`src/rtl/video_timing_gen.sv`:
```
// Raster timing generator: pixel clock-enable divider, display counters,
// sync/blank, and a lookahead fetch position split into tile coordinates.
`timescale 1ns/1ps
module video_timing_gen #(
    parameter int unsigned H_ACTIVE  = 640,
    parameter int unsigned H_FP      = 16,
    parameter int unsigned H_SYNC    = 96,
    parameter int unsigned H_BP      = 48,
    parameter int unsigned V_ACTIVE  = 480,
    parameter int unsigned V_FP      = 10,
    parameter int unsigned V_SYNC    = 2,
    parameter int unsigned V_BP      = 33,
    parameter int unsigned CLK_DIV   = 2,
    parameter int unsigned TILE_LOG2 = 4,
    parameter int unsigned LOOKAHEAD = 3,
    parameter int unsigned SYNC_POL  = 0,
    parameter int unsigned CW        = 11
) (
    input  logic                    HCLK,
    input  logic                    HRESETn,
    input  logic                    enable,
    output logic                    pix_ce,
    output logic                    VGA_CLK,
    output logic                    VGA_HS,
    output logic                    VGA_VS,
    output logic                    VGA_BLANK_N,
    output logic                    video_on,
    output logic [CW-1:0]           h_count,
    output logic [CW-1:0]           v_count,
    output logic [CW-1:0]           h_ahead,
    output logic [CW-1:0]           v_ahead,
    output logic [CW-TILE_LOG2-1:0] tile_col,
    output logic [CW-TILE_LOG2-1:0] tile_row,
    output logic [TILE_LOG2-1:0]    sub_x,
    output logic [TILE_LOG2-1:0]    sub_y,
    output logic                    line_start,
    output logic                    frame_start,
    output logic [15:0]             frame_count
);

    localparam int unsigned H_TOTAL = H_ACTIVE + H_FP + H_SYNC + H_BP;
    localparam int unsigned V_TOTAL = V_ACTIVE + V_FP + V_SYNC + V_BP;
    localparam int unsigned HS_LO   = H_ACTIVE + H_FP;
    localparam int unsigned HS_HI   = H_ACTIVE + H_FP + H_SYNC - 1;
    localparam int unsigned VS_LO   = V_ACTIVE + V_FP;
    localparam int unsigned VS_HI   = V_ACTIVE + V_FP + V_SYNC - 1;
    localparam int unsigned DW      = (CLK_DIV > 1) ? $clog2(CLK_DIV) : 1;

    localparam logic SYNC_ACT   = 1'(SYNC_POL);
    localparam logic SYNC_IDLE  = ~SYNC_ACT;
    localparam logic PIX_CE_RST = (CLK_DIV == 1);

    logic [DW-1:0] r_div;
    logic          r_pix_ce;
    logic [CW-1:0] r_h_count;
    logic [CW-1:0] r_v_count;
    logic [CW-1:0] r_h_ahead;
    logic [CW-1:0] r_v_ahead;
    logic          r_hs;
    logic          r_vs;
    logic          r_video_on;
    logic          r_line_start;
    logic          r_frame_start;
    logic [15:0]   r_frame_count;

    logic          w_tick;
    logic [DW-1:0] w_div_next;
    logic          w_pix_ce_next;
    logic          w_h_wrap;
    logic          w_v_wrap;
    logic          w_frame_wrap;
    logic [CW-1:0] w_h_next;
    logic [CW-1:0] w_v_next;
    logic          w_ha_wrap;
    logic          w_va_wrap;
    logic [CW-1:0] w_ha_next;
    logic [CW-1:0] w_va_next;
    logic          w_hs_next;
    logic          w_vs_next;
    logic          w_von_next;

    assign w_tick = enable & r_pix_ce;

    // Divider phase and the registered clock-enable that decodes its last phase.
    always_comb begin
        w_div_next    = '0;
        w_pix_ce_next = 1'b0;
        if (r_div != DW'(CLK_DIV - 1)) begin
            w_div_next = r_div + DW'(1);
        end
        w_pix_ce_next = (w_div_next == DW'(CLK_DIV - 1));
    end

    // Next display position plus the sync/blank state that position will carry.
    always_comb begin
        w_h_wrap     = (r_h_count == CW'(H_TOTAL - 1));
        w_v_wrap     = (r_v_count == CW'(V_TOTAL - 1));
        w_frame_wrap = w_h_wrap & w_v_wrap;
        w_h_next     = r_h_count + CW'(1);
        w_v_next     = r_v_count;
        if (w_h_wrap) begin
            w_h_next = '0;
            w_v_next = w_v_wrap ? '0 : r_v_count + CW'(1);
        end
        w_hs_next  = ((w_h_next >= CW'(HS_LO)) && (w_h_next <= CW'(HS_HI))) ? SYNC_ACT : SYNC_IDLE;
        w_vs_next  = ((w_v_next >= CW'(VS_LO)) && (w_v_next <= CW'(VS_HI))) ? SYNC_ACT : SYNC_IDLE;
        w_von_next = (w_h_next < CW'(H_ACTIVE)) && (w_v_next < CW'(V_ACTIVE));
    end

    // Fetch position runs the same raster walk, started LOOKAHEAD pixels ahead.
    always_comb begin
        w_ha_wrap = (r_h_ahead == CW'(H_TOTAL - 1));
        w_va_wrap = (r_v_ahead == CW'(V_TOTAL - 1));
        w_ha_next = r_h_ahead + CW'(1);
        w_va_next = r_v_ahead;
        if (w_ha_wrap) begin
            w_ha_next = '0;
            w_va_next = w_va_wrap ? '0 : r_v_ahead + CW'(1);
        end
    end

    always_ff @(posedge HCLK or negedge HRESETn) begin
        if (!HRESETn) begin
            r_div    <= '0;
            r_pix_ce <= PIX_CE_RST;
        end else if (enable) begin
            r_div    <= w_div_next;
            r_pix_ce <= w_pix_ce_next;
        end
    end

    always_ff @(posedge HCLK or negedge HRESETn) begin
        if (!HRESETn) begin
            r_h_count  <= '0;
            r_v_count  <= '0;
            r_h_ahead  <= CW'(LOOKAHEAD);
            r_v_ahead  <= '0;
            r_hs       <= SYNC_IDLE;
            r_vs       <= SYNC_IDLE;
            r_video_on <= 1'b0;
        end else if (w_tick) begin
            r_h_count  <= w_h_next;
            r_v_count  <= w_v_next;
            r_h_ahead  <= w_ha_next;
            r_v_ahead  <= w_va_next;
            r_hs       <= w_hs_next;
            r_vs       <= w_vs_next;
            r_video_on <= w_von_next;
        end
    end

    // Pulses last one HCLK regardless of enable; the counter self-holds when idle.
    always_ff @(posedge HCLK or negedge HRESETn) begin
        if (!HRESETn) begin
            r_line_start  <= 1'b0;
            r_frame_start <= 1'b0;
            r_frame_count <= '0;
        end else begin
            r_line_start  <= w_tick & w_h_wrap;
            r_frame_start <= w_tick & w_frame_wrap;
            r_frame_count <= r_frame_count + 16'(w_tick & w_frame_wrap);
        end
    end

    assign pix_ce      = r_pix_ce;
    assign VGA_CLK     = r_pix_ce;
    assign VGA_HS      = r_hs;
    assign VGA_VS      = r_vs;
    assign video_on    = r_video_on;
    assign VGA_BLANK_N = r_video_on;
    assign h_count     = r_h_count;
    assign v_count     = r_v_count;
    assign h_ahead     = r_h_ahead;
    assign v_ahead     = r_v_ahead;
    assign tile_col    = r_h_ahead[CW-1:TILE_LOG2];
    assign tile_row    = r_v_ahead[CW-1:TILE_LOG2];
    assign sub_x       = r_h_ahead[TILE_LOG2-1:0];
    assign sub_y       = r_v_ahead[TILE_LOG2-1:0];
    assign line_start  = r_line_start;
    assign frame_start = r_frame_start;
    assign frame_count = r_frame_count;

endmodule

```
`config.mk`:
```
export PLATFORM = sky130hd
export DESIGN_NAME = video_timing_gen
export DESIGN_NICKNAME = d
export VERILOG_FILES = /design/src/rtl/video_timing_gen.sv
export SDC_FILE = /design/constraint.sdc
export NUM_CORES = 1
export LEC_CHECK = 0
export BUFFER_PORTS_ARGS = -buffer_cell sky130_fd_sc_hd__buf_2
export CAP_MARGIN = 10
export CORE_AREA = 2 2 92 94
export CTS_BUF_LIST = sky130_fd_sc_hd__clkbuf_8 sky130_fd_sc_hd__clkbuf_16
export CTS_CLUSTER_SIZE = 24
export DETAILED_ROUTE_END_ITERATION = 10
export DIE_AREA = 0 0 94 96
export HOLD_SLACK_MARGIN = 0.1
export PLACE_DENSITY = 0.83
export SLEW_MARGIN = 20
export SYNTH_ARGS = -nofsm -noshare
export SYNTH_HDL_FRONTEND = slang
export SYNTH_SLANG_ARGS = --single-unit
```
`constraint.sdc`:
```
create_clock -name HCLK -period 3.02 [get_ports HCLK]
set_input_delay 0.302 -clock HCLK [delete_from_list [all_inputs] [get_ports HCLK]]
set_output_delay 0.302 -clock HCLK [all_outputs]
set_load 0.005 [all_outputs]
```
==> metrics.cfg <==
[power_and_ir_drop]
p_seq_frac=0.493
finalPower_mw=2.260
swShare=0.3102
power.internal_mw=1.559
power_density_mw_per_mm2=502.6
combPwrFrac=0.188
netSwitchingPower_uw=701.0
leakage_nw=2.160
ir_drop_uv=277.6
p_clk_frac=0.319

[synthesis]
syn-cell-area_mm2=0.003812
ys_seq_area_frac=0.4345
ys_types=50
synth.area.top_cells=dfrtp_1 (41%), xnor2_1 (5.1%), buf_4 (4.7%)
async_flop_share=1.000
synth_top_area_frac=0.4070
synthesis.nets=426
yosys_warnings=0
netlist_top_cells_count=dfrtp_1 (62), nand2_1 (41), nor2_1 (30), nand3_1 (28)
synth-edff-count=0
synth_most_common_cell=dfrtp_1
syn_avg_cell_area_um2=9.209
yosys.area.top_type=dfrtp_1
synthFlopType=dfrtp_1
postSynthCellCount=414
ys_ff_latch=66

[worst_setup_path]
reg2regPathDepth=12
worst_ep_arrival_time_ns=3.16
end_kind=flip-flop
path_common_cell=ha_1
critPathLaunchType=flip-flop
crit_family=simple AND/OR/NAND/NOR gates
r2r-end=frame_count[8]$_DFF_PN0_
cp_slowest_cell=or4bb_4
cpPeakStageDelay_ns=0.47
path_cells=inv_1, ha_1, or4bb_4, or3_4, nor2_2, ha_2, ha_1, and3_4, nand4_1, buf_4, nor2_1, xor2_1
path_class=flip-flop to flip-flop
path_max_fanout=4
path_buf_inv=2
reg2reg_from=v_count[1]$_DFFE_PN0P_
worst-r2r-setup-slack_ns=0.13
critPathRequiredTime_ns=3.29

[finish]
nNetsFinal=505
antennaDiodeCount=0
final_cells=603
fill_cells=723
syn2layout_area_growth_pct=17.95
post-route-util=0.5585
drive_gt1_frac=0.2952

[global_routing]
antenna_found_initial=0
use_met2=0.3310
grt_pass1_vias=3075
grt.busiest_layer=met2
met1_usage=0.2730
met3_usage=0.03524
overflow=0
grt_usage=0.2061
grt_max_degree=27
grt_pass1_wl_mm=14.66

[min_path]
holdPathEnd=VGA_CLK$_DFFE_PN0P_
min_from=enable
hold_path_depth=2
hold_path_class=primary input to flip-flop

[clocking]
clk_pin_slew_ns=0.08
h-tree-depth=3
root_buffer=clkbuf_8
cts_buffers=9
clk_latency_ns=0.34
cts_tree=built
clock-sinks=66
cts_buffer_depth=2

[floorplan]
coreArea_mm2=0.008051
die-area_mm2=0.009024
pin_count=93
num_rows=33
die_h_um=96
start_util=0.4735
die_w_um=94

[place]
place_congestion=0.8834
io_buffer_count=92
dp.cells=583
hpwl_mm=6.671

[sta]
drv_slew=0
tightest_slew_ns=0.5878
finalHoldViolCount=0
min_period_ns=2.888
fmax_ghz=0.3462
rsz0062_at_grt=no
slew_headroom=0.6060
fin_hold_ws_ns=0.1783
setup_violations=0
fin_crit_sh=0.9564
finClkSkew_ns=0.009857
tns_ns=0

[status]
status=finished clean

[route]
finalWirelength_mm=9.212
drtAntennaViolNets=0
viasPerCell=5.763
drt_pass1_iterations=5
dr.first_iter.drc_count=205
drc=0
routedWlPerCell_um=15.28
vias=3475

[job]
cap_violations=0

-- repair_timing --
action                                  in CTS  in global routing
endpoints found under the hold margin       17                  0
endpoints found under the setup margin       0                  6
gates resized for setup                      0                  7
hold buffers                                 1                  0
setup buffers                                0                  3
-- flip-flops by register name, summed over array words and instances, names as in the netlist --
| register | flops |
|---|---|
| frame_count | 16 |
| h_count | 11 |
| v_count | 11 |
| VGA_BLANK_N | 1 |
| line_start | 1 |
| VGA_CLK | 1 |
| frame_start | 1 |
| VGA_VS | 1 |
| h_ahead | 11 |
| v_ahead | 11 |
| VGA_HS | 1 |
-- layout by cell type (no fill, tap or decap), types with 2 or more instances in the layout --
| master | count |
|---|---|
| xor2_1 | 15 |
| buf_4 | 21 |
| o31ai_1 | 15 |
| a41oi_1 | 2 |
| nor2b_1 | 2 |
| nand4bb_1 | 2 |
| nor2_1 | 28 |
| nand3_1 | 28 |
| o211ai_1 | 4 |
| and4_1 | 3 |
| o21ai_0 | 24 |
| or3_1 | 7 |
| nor4_1 | 5 |
| ha_1 | 8 |
| nand4_1 | 14 |
| or4_1 | 5 |
| nor2_2 | 2 |
| and2_1 | 2 |
| a21o_1 | 4 |
| dfstp_2 | 4 |
| nor3_1 | 12 |
| clkbuf_8 | 10 |
| and3_1 | 4 |
| buf_2 | 92 |
| a21oi_1 | 9 |
| dfrtp_1 | 62 |
| xnor2_1 | 22 |
| a31oi_1 | 6 |
| clkinv_2 | 2 |
| inv_1 | 17 |
| or2_2 | 2 |
| nand2_1 | 40 |
-- routing by layer --
layer	routed length, um	share of wire	vias to the layer above
li1	-	-	1609
met1	3966	0.43	1665
met2	4355	0.47	164
met3	612	0.066	37
met4	278	0.030	0
met5	0	0	-
-- power by group through the flow --
| stage | registers [mW] | clock network (mW) | logic (mW) |
|---|---|---|---|
| finish | 1.11 | 0.721 | 0.425 |
| global route | 1.13 | 0.781 | 0.486 |
| CTS | 1.11 | 0.735 | 0.431 |
| detailed placement | 1.13 | 0 | 0.427 |
| global placement | 1.12 | 0 | 0.419 |
| floorplan | 1.07 | 0 | 0.341 |
-- area by class of cell --
class / count / area, um^2 / area share
Clock buffer: 10 / 137.6 / 0.03061
Inverter: 14 / 52.55 / 0.01169
Clock inverter: 6 / 51.30 / 0.01141
Tap cell: 105 / 131.4 / 0.02922
Multi-Input combinational cell: 288 / 1839 / 0.4090
Sequential cell: 66 / 1657 / 0.3684
Timing Repair Buffer: 114 / 628.1 / 0.1397
-- metrics by stage --
step,cell area (um^2),setup slack [ns]
after CTS,4447,0.1068
after floorplan,3816,0.02047
after global routing,4497,0.002937
final,4497,0.1318
after global placement,4248,0.2451
after detailed placement,4248,0.1424
-- kinds of logic (layout without fill, tap and decap cells) --
family                     count (synthesis)  after routing  synth area share
xor gates and xnor gates                  37             37           0.08500
buffers and inverters                     60            144           0.09091
adders and majority gates                 10             10           0.03216
and+or+nand+nor                          168            168            0.2317
AOI/OAI and AO/OA                         73             73            0.1257
DFF                                       66             66            0.4345
-- how the worst max path moves through the flow --
stage | start | endpoint | slack, ns | cells after the start
global placement | v_count[1]$_DFFE_PN0P_ | frame_count[12]$_DFF_PN0_ | 0.25 | 12
finish | v_count[1]$_DFFE_PN0P_ | frame_count[8]$_DFF_PN0_ | 0.13 | 12
CTS | v_count[1]$_DFFE_PN0P_ | frame_count[14]$_DFF_PN0_ | 0.11 | 12
floorplan | h_count[5]$_DFFE_PN0P_ | frame_count[12]$_DFF_PN0_ | 0.02 | 14
global route | v_count[1]$_DFFE_PN0P_ | frame_count[8]$_DFF_PN0_ | 0.003 | 12
detailed placement | v_count[1]$_DFFE_PN0P_ | frame_count[14]$_DFF_PN0_ | 0.14 | 12
(Power assumes the default switching activity.)
